File: config.mk
export PLATFORM = sky130hd
export DESIGN_NAME = exc_ctrl
export DESIGN_NICKNAME = d
export VERILOG_FILES = /design/src/rtl/exc_ctrl.sv
export SDC_FILE = /design/constraint.sdc
export NUM_CORES = 1
export LEC_CHECK = 0
export ABC_CLOCK_PERIOD_IN_PS = 3490
export BUFFER_PORTS_ARGS = -buffer_cell sky130_fd_sc_hd__buf_2
export CAP_MARGIN = 20
export CORE_AREA = 2 2 116 118
export DETAILED_ROUTE_END_ITERATION = 8
export DIE_AREA = 0 0 118 120
export PLACE_DENSITY = 0.78
export SYNTH_ARGS = -nofsm -noshare
export SYNTH_HDL_FRONTEND = slang
export SYNTH_SLANG_ARGS = --single-unit
File: constraint.sdc
create_clock -name clk -period 3.49 [get_ports clk]
set_input_delay 0.1745 -clock clk [delete_from_list [all_inputs] [get_ports clk]]
set_output_delay 0.1745 -clock clk [all_outputs]
set_load 0.05 [all_outputs]
File: src/rtl/exc_ctrl.sv
// exc_ctrl - exception/interrupt controller at the MEM/commit stage.
//
// Picks the highest-priority event for the committing instruction. The
// candidates are a pending hardware interrupt, a synchronous exception or
// ERET. The controller then spends one WRITE cycle driving the CP0 write side
// (Status/Cause/EPC/BadVAddr) together with a PC redirect. After that it holds
// the pipeline flush for FLUSH_CYCLES more cycles before it accepts new events.
//
// Ports:
//   clk, rst            clock, asynchronous active-high reset
//   valid_in, pc_in     committing instruction and its PC
//   is_delay_slot       instruction sits in a branch delay slot
//   exc_flags[6:0]      fetch AdEL, RI, Ov, Syscall, Break, data AdEL, data AdES
//   data_badaddr        faulting data address
//   eret                instruction is ERET
//   hw_int[5:0]         raw asynchronous interrupt lines
//   status_in, epc_in   current CP0 Status / EPC
//   cp0_*               CP0 write strobes (bit n = register n) and field values
//   flush               kill IF..MEM contents
//   redirect_valid/pc   load new fetch PC
//   busy                controller not idle
module exc_ctrl #(
  parameter int               WIDTH        = 32,
  parameter logic [WIDTH-1:0] EXC_VECTOR   = 32'hBFC00380,
  parameter int               FLUSH_CYCLES = 2
) (
  input  logic             clk,
  input  logic             rst,
  input  logic             valid_in,
  input  logic [WIDTH-1:0] pc_in,
  input  logic             is_delay_slot,
  input  logic [6:0]       exc_flags,
  input  logic [WIDTH-1:0] data_badaddr,
  input  logic             eret,
  input  logic [5:0]       hw_int,
  input  logic [WIDTH-1:0] status_in,
  input  logic [WIDTH-1:0] epc_in,
  output logic [WIDTH-1:0] cp0_we,
  output logic [WIDTH-1:0] cp0_epc,
  output logic [WIDTH-1:0] cp0_badaddr,
  output logic [4:0]       cp0_exccode,
  output logic             cp0_branch_delay,
  output logic [5:0]       cp0_hw_int,
  output logic [1:0]       cp0_sw_int,
  output logic [7:0]       cp0_int_enable,
  output logic             cp0_exl,
  output logic             cp0_ie,
  output logic             flush,
  output logic             redirect_valid,
  output logic [WIDTH-1:0] redirect_pc,
  output logic             busy
);

  localparam int CW = (FLUSH_CYCLES < 2) ? 1 : $clog2(FLUSH_CYCLES);

  typedef enum logic [1:0] {IDLE, WRITE, FLUSH} state_t;

  state_t           state_q, state_d;
  logic [CW-1:0]    cnt_q, cnt_d;
  logic [5:0]       sync1_q, sync2_q;
  logic             isEret_q, addrErr_q, bd_q;
  logic [4:0]       code_q;
  logic [WIDTH-1:0] pc_q, bad_q;
  logic [5:0]       intLines_q;

  logic             intPending;
  logic             evtValid;
  logic             evtEret;
  logic             evtAddrErr;
  logic [4:0]       evtCode;
  logic [WIDTH-1:0] evtBad;
  logic             unusedStatus;

  // Only IM, EXL and IE of Status matter here.
  assign unusedStatus = ^{status_in[WIDTH-1:16], status_in[7:2]};

  // Two-flop synchroniser for the asynchronous interrupt lines.
  always_ff @(posedge clk or posedge rst) begin
    if (rst) begin
      sync1_q <= '0;
      sync2_q <= '0;
    end else begin
      sync1_q <= hw_int;
      sync2_q <= sync1_q;
    end
  end

  assign intPending = (|(sync2_q & status_in[15:10])) & status_in[0] & ~status_in[1];

  // Priority select. Interrupts win, then the exceptions in pipeline order,
  // and ERET only when nothing else is raised.
  always_comb begin
    evtEret    = 1'b0;
    evtAddrErr = 1'b0;
    evtCode    = 5'd0;
    evtBad     = '0;
    if (intPending) begin
      evtCode = 5'd0;
    end else if (exc_flags[0]) begin
      evtCode    = 5'd4;
      evtAddrErr = 1'b1;
      evtBad     = pc_in;
    end else if (exc_flags[1]) begin
      evtCode = 5'd10;
    end else if (exc_flags[2]) begin
      evtCode = 5'd12;
    end else if (exc_flags[3]) begin
      evtCode = 5'd8;
    end else if (exc_flags[4]) begin
      evtCode = 5'd9;
    end else if (exc_flags[5]) begin
      evtCode    = 5'd4;
      evtAddrErr = 1'b1;
      evtBad     = data_badaddr;
    end else if (exc_flags[6]) begin
      evtCode    = 5'd5;
      evtAddrErr = 1'b1;
      evtBad     = data_badaddr;
    end else if (eret) begin
      evtEret = 1'b1;
    end
  end

  assign evtValid = valid_in & (intPending | (|exc_flags) | eret);

  // State register and flush counter.
  always_ff @(posedge clk or posedge rst) begin
    if (rst) begin
      state_q <= IDLE;
      cnt_q   <= '0;
    end else begin
      state_q <= state_d;
      cnt_q   <= cnt_d;
    end
  end

  // Event capture. It happens only on acceptance so the WRITE cycle drives
  // purely registered data and nothing from valid_in reaches the outputs.
  always_ff @(posedge clk or posedge rst) begin
    if (rst) begin
      isEret_q   <= 1'b0;
      addrErr_q  <= 1'b0;
      bd_q       <= 1'b0;
      code_q     <= '0;
      pc_q       <= '0;
      bad_q      <= '0;
      intLines_q <= '0;
    end else if (state_q == IDLE && evtValid) begin
      isEret_q   <= evtEret;
      addrErr_q  <= evtAddrErr;
      bd_q       <= is_delay_slot;
      code_q     <= evtCode;
      pc_q       <= pc_in;
      bad_q      <= evtBad;
      intLines_q <= sync2_q;
    end
  end

  // Next-state logic. In WRITE the counter is loaded so that FLUSH lasts
  // exactly FLUSH_CYCLES cycles.
  always_comb begin
    state_d = state_q;
    cnt_d   = cnt_q;
    case (state_q)
      IDLE: begin
        if (evtValid) begin
          state_d = WRITE;
        end
      end
      WRITE: begin
        state_d = FLUSH;
        cnt_d   = CW'(FLUSH_CYCLES - 1);
      end
      FLUSH: begin
        if (cnt_q == '0) begin
          state_d = IDLE;
        end else begin
          cnt_d = cnt_q - CW'(1);
        end
      end
      default: begin
        state_d = IDLE;
      end
    endcase
  end

  // Outputs decode from the state alone, so reset clears them immediately.
  // ERET writes only Status and clears EXL. The other fields stay zero.
  always_comb begin
    cp0_we           = '0;
    cp0_epc          = '0;
    cp0_badaddr      = '0;
    cp0_exccode      = '0;
    cp0_branch_delay = 1'b0;
    cp0_hw_int       = '0;
    cp0_sw_int       = '0;
    cp0_int_enable   = '0;
    cp0_exl          = 1'b0;
    cp0_ie           = 1'b0;
    flush            = 1'b0;
    redirect_valid   = 1'b0;
    redirect_pc      = '0;
    busy             = 1'b0;
    case (state_q)
      WRITE: begin
        flush          = 1'b1;
        redirect_valid = 1'b1;
        busy           = 1'b1;
        cp0_ie         = status_in[0];
        cp0_int_enable = status_in[15:8];
        if (isEret_q) begin
          cp0_we[12]  = 1'b1;
          redirect_pc = epc_in;
        end else begin
          cp0_we[12]       = 1'b1;
          cp0_we[13]       = 1'b1;
          cp0_we[14]       = 1'b1;
          cp0_we[8]        = addrErr_q;
          cp0_exl          = 1'b1;
          cp0_epc          = pc_q;
          cp0_badaddr      = bad_q;
          cp0_exccode      = code_q;
          cp0_branch_delay = bd_q;
          cp0_hw_int       = intLines_q & status_in[15:10];
          redirect_pc      = EXC_VECTOR;
        end
      end
      FLUSH: begin
        flush = 1'b1;
        busy  = 1'b1;
      end
      default: begin
      end
    endcase
  end

endmodule

Yosys cells after proc, flatten, opt, wreduce, memory -nomap -nowiden
Cells that the tools add are included.

word-level totals
  memories = 0
  bits in latches = 0
  register bits = 93
  bits of input ports = 146
  bits in read-only memories = 0
  output and inout port bits = 155
  bits in writable memories = 0
  logic and storage cells = 91

operators by class
  $lt $le $gt $ge = 0
  eq/ne operators = 4
  mux-type cells = 60
  divide/modulo/power cells = 0
  reductions and logical operators = 7
  $add $sub $neg = 1
  bitwise operators = 8
  multiply operators = 0
  shifts and indexed selects = 0

operators by type and width
  operator             number
  $mux 32              14
  $mux 1               27
  $mux 4               6
  $and 6x6->6          2
  $mux 6               2
  $mux 5               2
  $mux 3               3
  $mux 8               1
  $reduce_or 7->1      1
  $mux 2               3
  $pmux 2 s3           1
  $reduce_or 6->1      1
  $ne 2x2->1 const B   2
  $and 1x1->1          3
  $eq 2x1->1 const B   1
  $eq 2x2->1 const B   1
  $logic_not 2->1      1
  $or 1x1->1           2
  $pmux 1 s2           1
  $reduce_and 2->1     1
  $reduce_bool 2->1    1
  $reduce_or 2->1      1
  $logic_and 1x1->1    1
  $not 1->1            1
  $sub 1x1->1 const B  1

Depth between registers and ports, before layout
  word-level depth = 9
  gate-level depth with buffers = 8
  mapped depth without buffers = 6

Least setup slack after synthesis
No wires, ideal clock.

  path kind = flip-flop to output port
  from = register state_q[1]
  to = output cp0_epc[22]
  slack = 0.836 ns
  data arrival time = 2.479 ns
  required time = 3.316 ns
  path buffers = 1
  stages on the path, launching flop included = 6
  cell sequence = dfrtp_1 inv_1 ha_1 nor2b_1 clkbuf_1 and2_1

on the way
  cells in the longest elaborated chain, start to end = 2

ends and longest elaborated chain
  item                      line  source
  start: declaration        58    state_t state_q, state_d;
  start signal: assignment  132   state_q <= state_d;
  $eq 2x1->1                204   case (state_q)
  $mux 32                   204
  end: declaration          39    output logic [WIDTH-1:0] cp0_epc,

Every way passes these cells.

Worst setup path in the final report
  from = register isEret_q
  to = output cp0_badaddr[18]

on the way
  cells in the longest elaborated chain, start to end = 2

ends and longest elaborated chain
  item                      line  source
  start: declaration        61    logic isEret_q, addrErr_q, bd_q;
  start signal: assignment  149   isEret_q <= evtEret;
  $mux 32                   211   if (isEret_q) begin
  $mux 32                   204
  end: declaration          40    output logic [WIDTH-1:0] cp0_badaddr,

Every way passes these cells.

==> summary.md <==
| Metric | Value |
|---|---|
| Status | finished, final reports clean |
| Worst R2R Start | state_q[0] |
| Dpl cell area | 6200 µm² |
| Slowest cell on the critical path | dfrtp_1 |
| Max Slew Vio Count | 0 |
| Hold path depth | 2 |
| # setup viols final | 0 |
| Sw Share | 0.478 |
| Worst-path cell chain | nor2b_4 -> buf_12 -> and2_1 -> buf_2 |
| Reg area | 2300 µm² |
| Leak pwr | 3.65 nW |
| Crit. End Element | output pin |
| Worst Setup Start Kind | flop |
| Largest net degree at the start of global routing | 50 |
| Final period utilization | 0.760 |
| Clock Latency Late Sink | 0.34 ns |
| Setup WS pre-CTS | 1.07 ns |
| Most common cell after layout, fill and taps aside | buf_2 |
| Hold slack final | 0.0666 ns |
| Router iterations before antenna repair | 4 |
| Cells on worst reg2reg path | 6 |
| Vias | 4,090 |
| Die Area | 14,200 µm² |
| Top FF cell, synth | dfrtp_1 |
| Core area | 13,000 µm² |
| Largest stage delay, worst path | 0.72 ns |
| I/O Pins | 301 |
| Hold Crit Start | is_delay_slot |
| CTS H-Tree Depth | 3 |
| Global-route wire length before repair | 22,100 µm |
| Post-Place Cells | 841 |
| Std cell rows | 42 |
| Mapped Cells | 447 |
| Multi-input combinational cell area | 2270 µm² |
| Vias in the first global route | 4,191 |
| Tot Pwr | 5.85 mW |
| Port bufs | 247 |
| Setup ws final | 0.838 ns |
| Remaining DRCs | 0 |
| Flops & latches, synth | 92 |
| Slew at the pin closest to its max-slew limit | 0.885 ns |
| Total negative setup slack | 0 ns |
| Register area share after synthesis | 0.467 |
| Most frequent cells in the layout | buf_2 (247), dfrtp_1 (92), and2_1 (80) |
| Routed len/inst | 16.2 µm |
| Worst clock skew | 0.00657 ns |
| Pwr Density | 888 nW/µm² |
| Clock share of power | 0.180 |
| TritonCTS clock tree | yes |
| P_int | 3.05 mW |
| Drt total wl | 14,000 µm |
| Min-Delay Endpoint | bd_q |
| Synth unique cells | 40 |
| Hold Vio Cnt, Final | 0 |
| Setup Crit Path Kind | flop to output pin |
| Initial Utilization | 0.380 |
| Number of max-cap violations | 0 |
| GRT Residual Overflow | 0 |
| DRT iter0 DRCs | 144 |
| Final core utilization | 0.508 |
| Min cycle time layout | 2.65 ns |
| Critical path depth | 4 |
| Sequential share of power | 0.300 |
| Slew headroom | 0.410 |
| Post-synth EDFFs | 0 |
| Post-CTS resize count | 0 |
| Finished Layout Cells | 865 |
| GRT Util Overall | 0.197 |
| Hold crit path type | primary input to flop |
| Unrepaired setup endpoints after global routing | no |
| CTS buffer count | 9 |
| Filler cell count | 1,216 |
| Mapped Area | 4930 µm² |
| Initial antenna violation count | 1 |
| Logic pwr share | 0.520 |
| Final ANT Viol Nets | 0 |
| Post-synth ARST share | 1.00 |
| Avg Inst Size Synth | 11.0 µm² |
| Total Nets Final | 832 |
| CP Buf/Inv Count | 2 |
| Via density | 4.73 |
| Die height | 120 µm |
| Clock slew at reported path FFs | 0.07 ns |
| Die Width | 118 µm |
| Layout area overhead | 33.6% |
| Maximum vdd drop | 0.000447 V |
| Global placement routability congestion | 0.820 |
| Share of cells above drive strength 1 | 0.461 |
| Cts hold-fix bufs | 7 |
| Clock tree sinks | 92 |
| Dpl hpwl | 10,300 µm |
| Reg2reg end | pc_q[31] |
| Clk root buf | clkbuf_16 |
| Postcts setup bufs | 0 |
| Fmax | 0.377 GHz |
| CP Data Arrival Time | 2.48 ns |
| Critical Path RT | 3.32 ns |
| Crit Path Max Fanout | 49 |
| Top delay family on crit path | simple AND/OR/NAND/NOR gates |
| Setup slack, reg-to-reg | 1.17 ns |
| Synth Warn # | 0 |
| Clock Tree Buf Depth | 2 |
| Sw power | 2.80 mW |
| Fin area | 6590 µm² |
## cell usage after synthesis, types with 4 or more instances
| master | n | area [µm²] |
|---|---|---|
| buf_4 | 38 | 285 |
| a21boi_0 | 12 | 90.1 |
| clkbuf_1 | 23 | 86.3 |
| inv_1 | 21 | 78.8 |
| nor2_1 | 4 | 15.0 |
| a21oi_1 | 4 | 20.0 |
| mux2_2 | 34 | 383 |
| and2_1 | 80 | 500 |
| and3_1 | 26 | 163 |
| o2bb2ai_1 | 32 | 280 |
| dfrtp_1 | 92 | 2300 |
| mux2i_1 | 32 | 320 |
| mux2_4 | 6 | 90.1 |
## worst max path at each step
| stage | from | end | slack [ns] |
|---|---|---|---|
| 2_1_floorplan | state_q[1] | cp0_epc[22] | 0.84 |
| 3_3_place_gp | exc_flags[0] | pc_q[19] | 1.09 |
| 3_5_place_dp | exc_flags[0] | pc_q[20] | 1.07 |
| 4_1_cts | isEret_q | cp0_epc[2] | 0.82 |
| 5_1_grt | isEret_q | cp0_badaddr[20] | 0.61 |
| 6_report | isEret_q | cp0_badaddr[18] | 0.84 |
## cells by family (layout without fill, tap and decap cells)
group,after synthesis,after routing,synth area share
muxes,72,72,0.161
other,1,32,0.000760
AOI/OAI and AO/OA,68,68,0.110
adders and majority gates,3,3,0.00761
buffers and inverters,88,299,0.0997
and+or+nand+nor,123,123,0.154
DFF,92,92,0.467
## state kept, by name, summed over array words and instances, names as in the netlist
name        flops
addrErr_q       1
bad_q          32
bd_q            1
cnt_q           1
code_q          4
intLines_q      6
isEret_q        1
pc_q           32
state_q         2
sync1_q         6
sync2_q         6
## layer usage
metal | vias to the layer above | share of wire | global-route usage
met5 | - | 0 | 0
met4 | 0 | 0.018 | 0.0670
met3 | 18 | 0.065 | 0.0447
met2 | 167 | 0.51 | 0.344
met1 | 1959 | 0.40 | 0.240
li1 | 1946 | - | -
## layout make-up
type | instances | share of cell area
antenna | 1 | 0.000380
clock buffer | 9 | 0.0342
clock inverter | 7 | 0.0146
inverter | 21 | 0.0122
multi-input combinational | 297 | 0.345
sequential | 92 | 0.349
tap | 176 | 0.0334
timing repair buffer | 262 | 0.211
## power by group through the flow
stage,sequential [mW],clock (mW),combinational [mW]
after floorplan,1.65,0,2.50
after global placement,1.75,0,3.02
after detailed placement,1.76,0,3.06
after CTS,1.75,1.09,3.06
after global routing,1.82,1.12,3.22
final,1.75,1.05,3.04
Power figures use the tool's default switching activity.
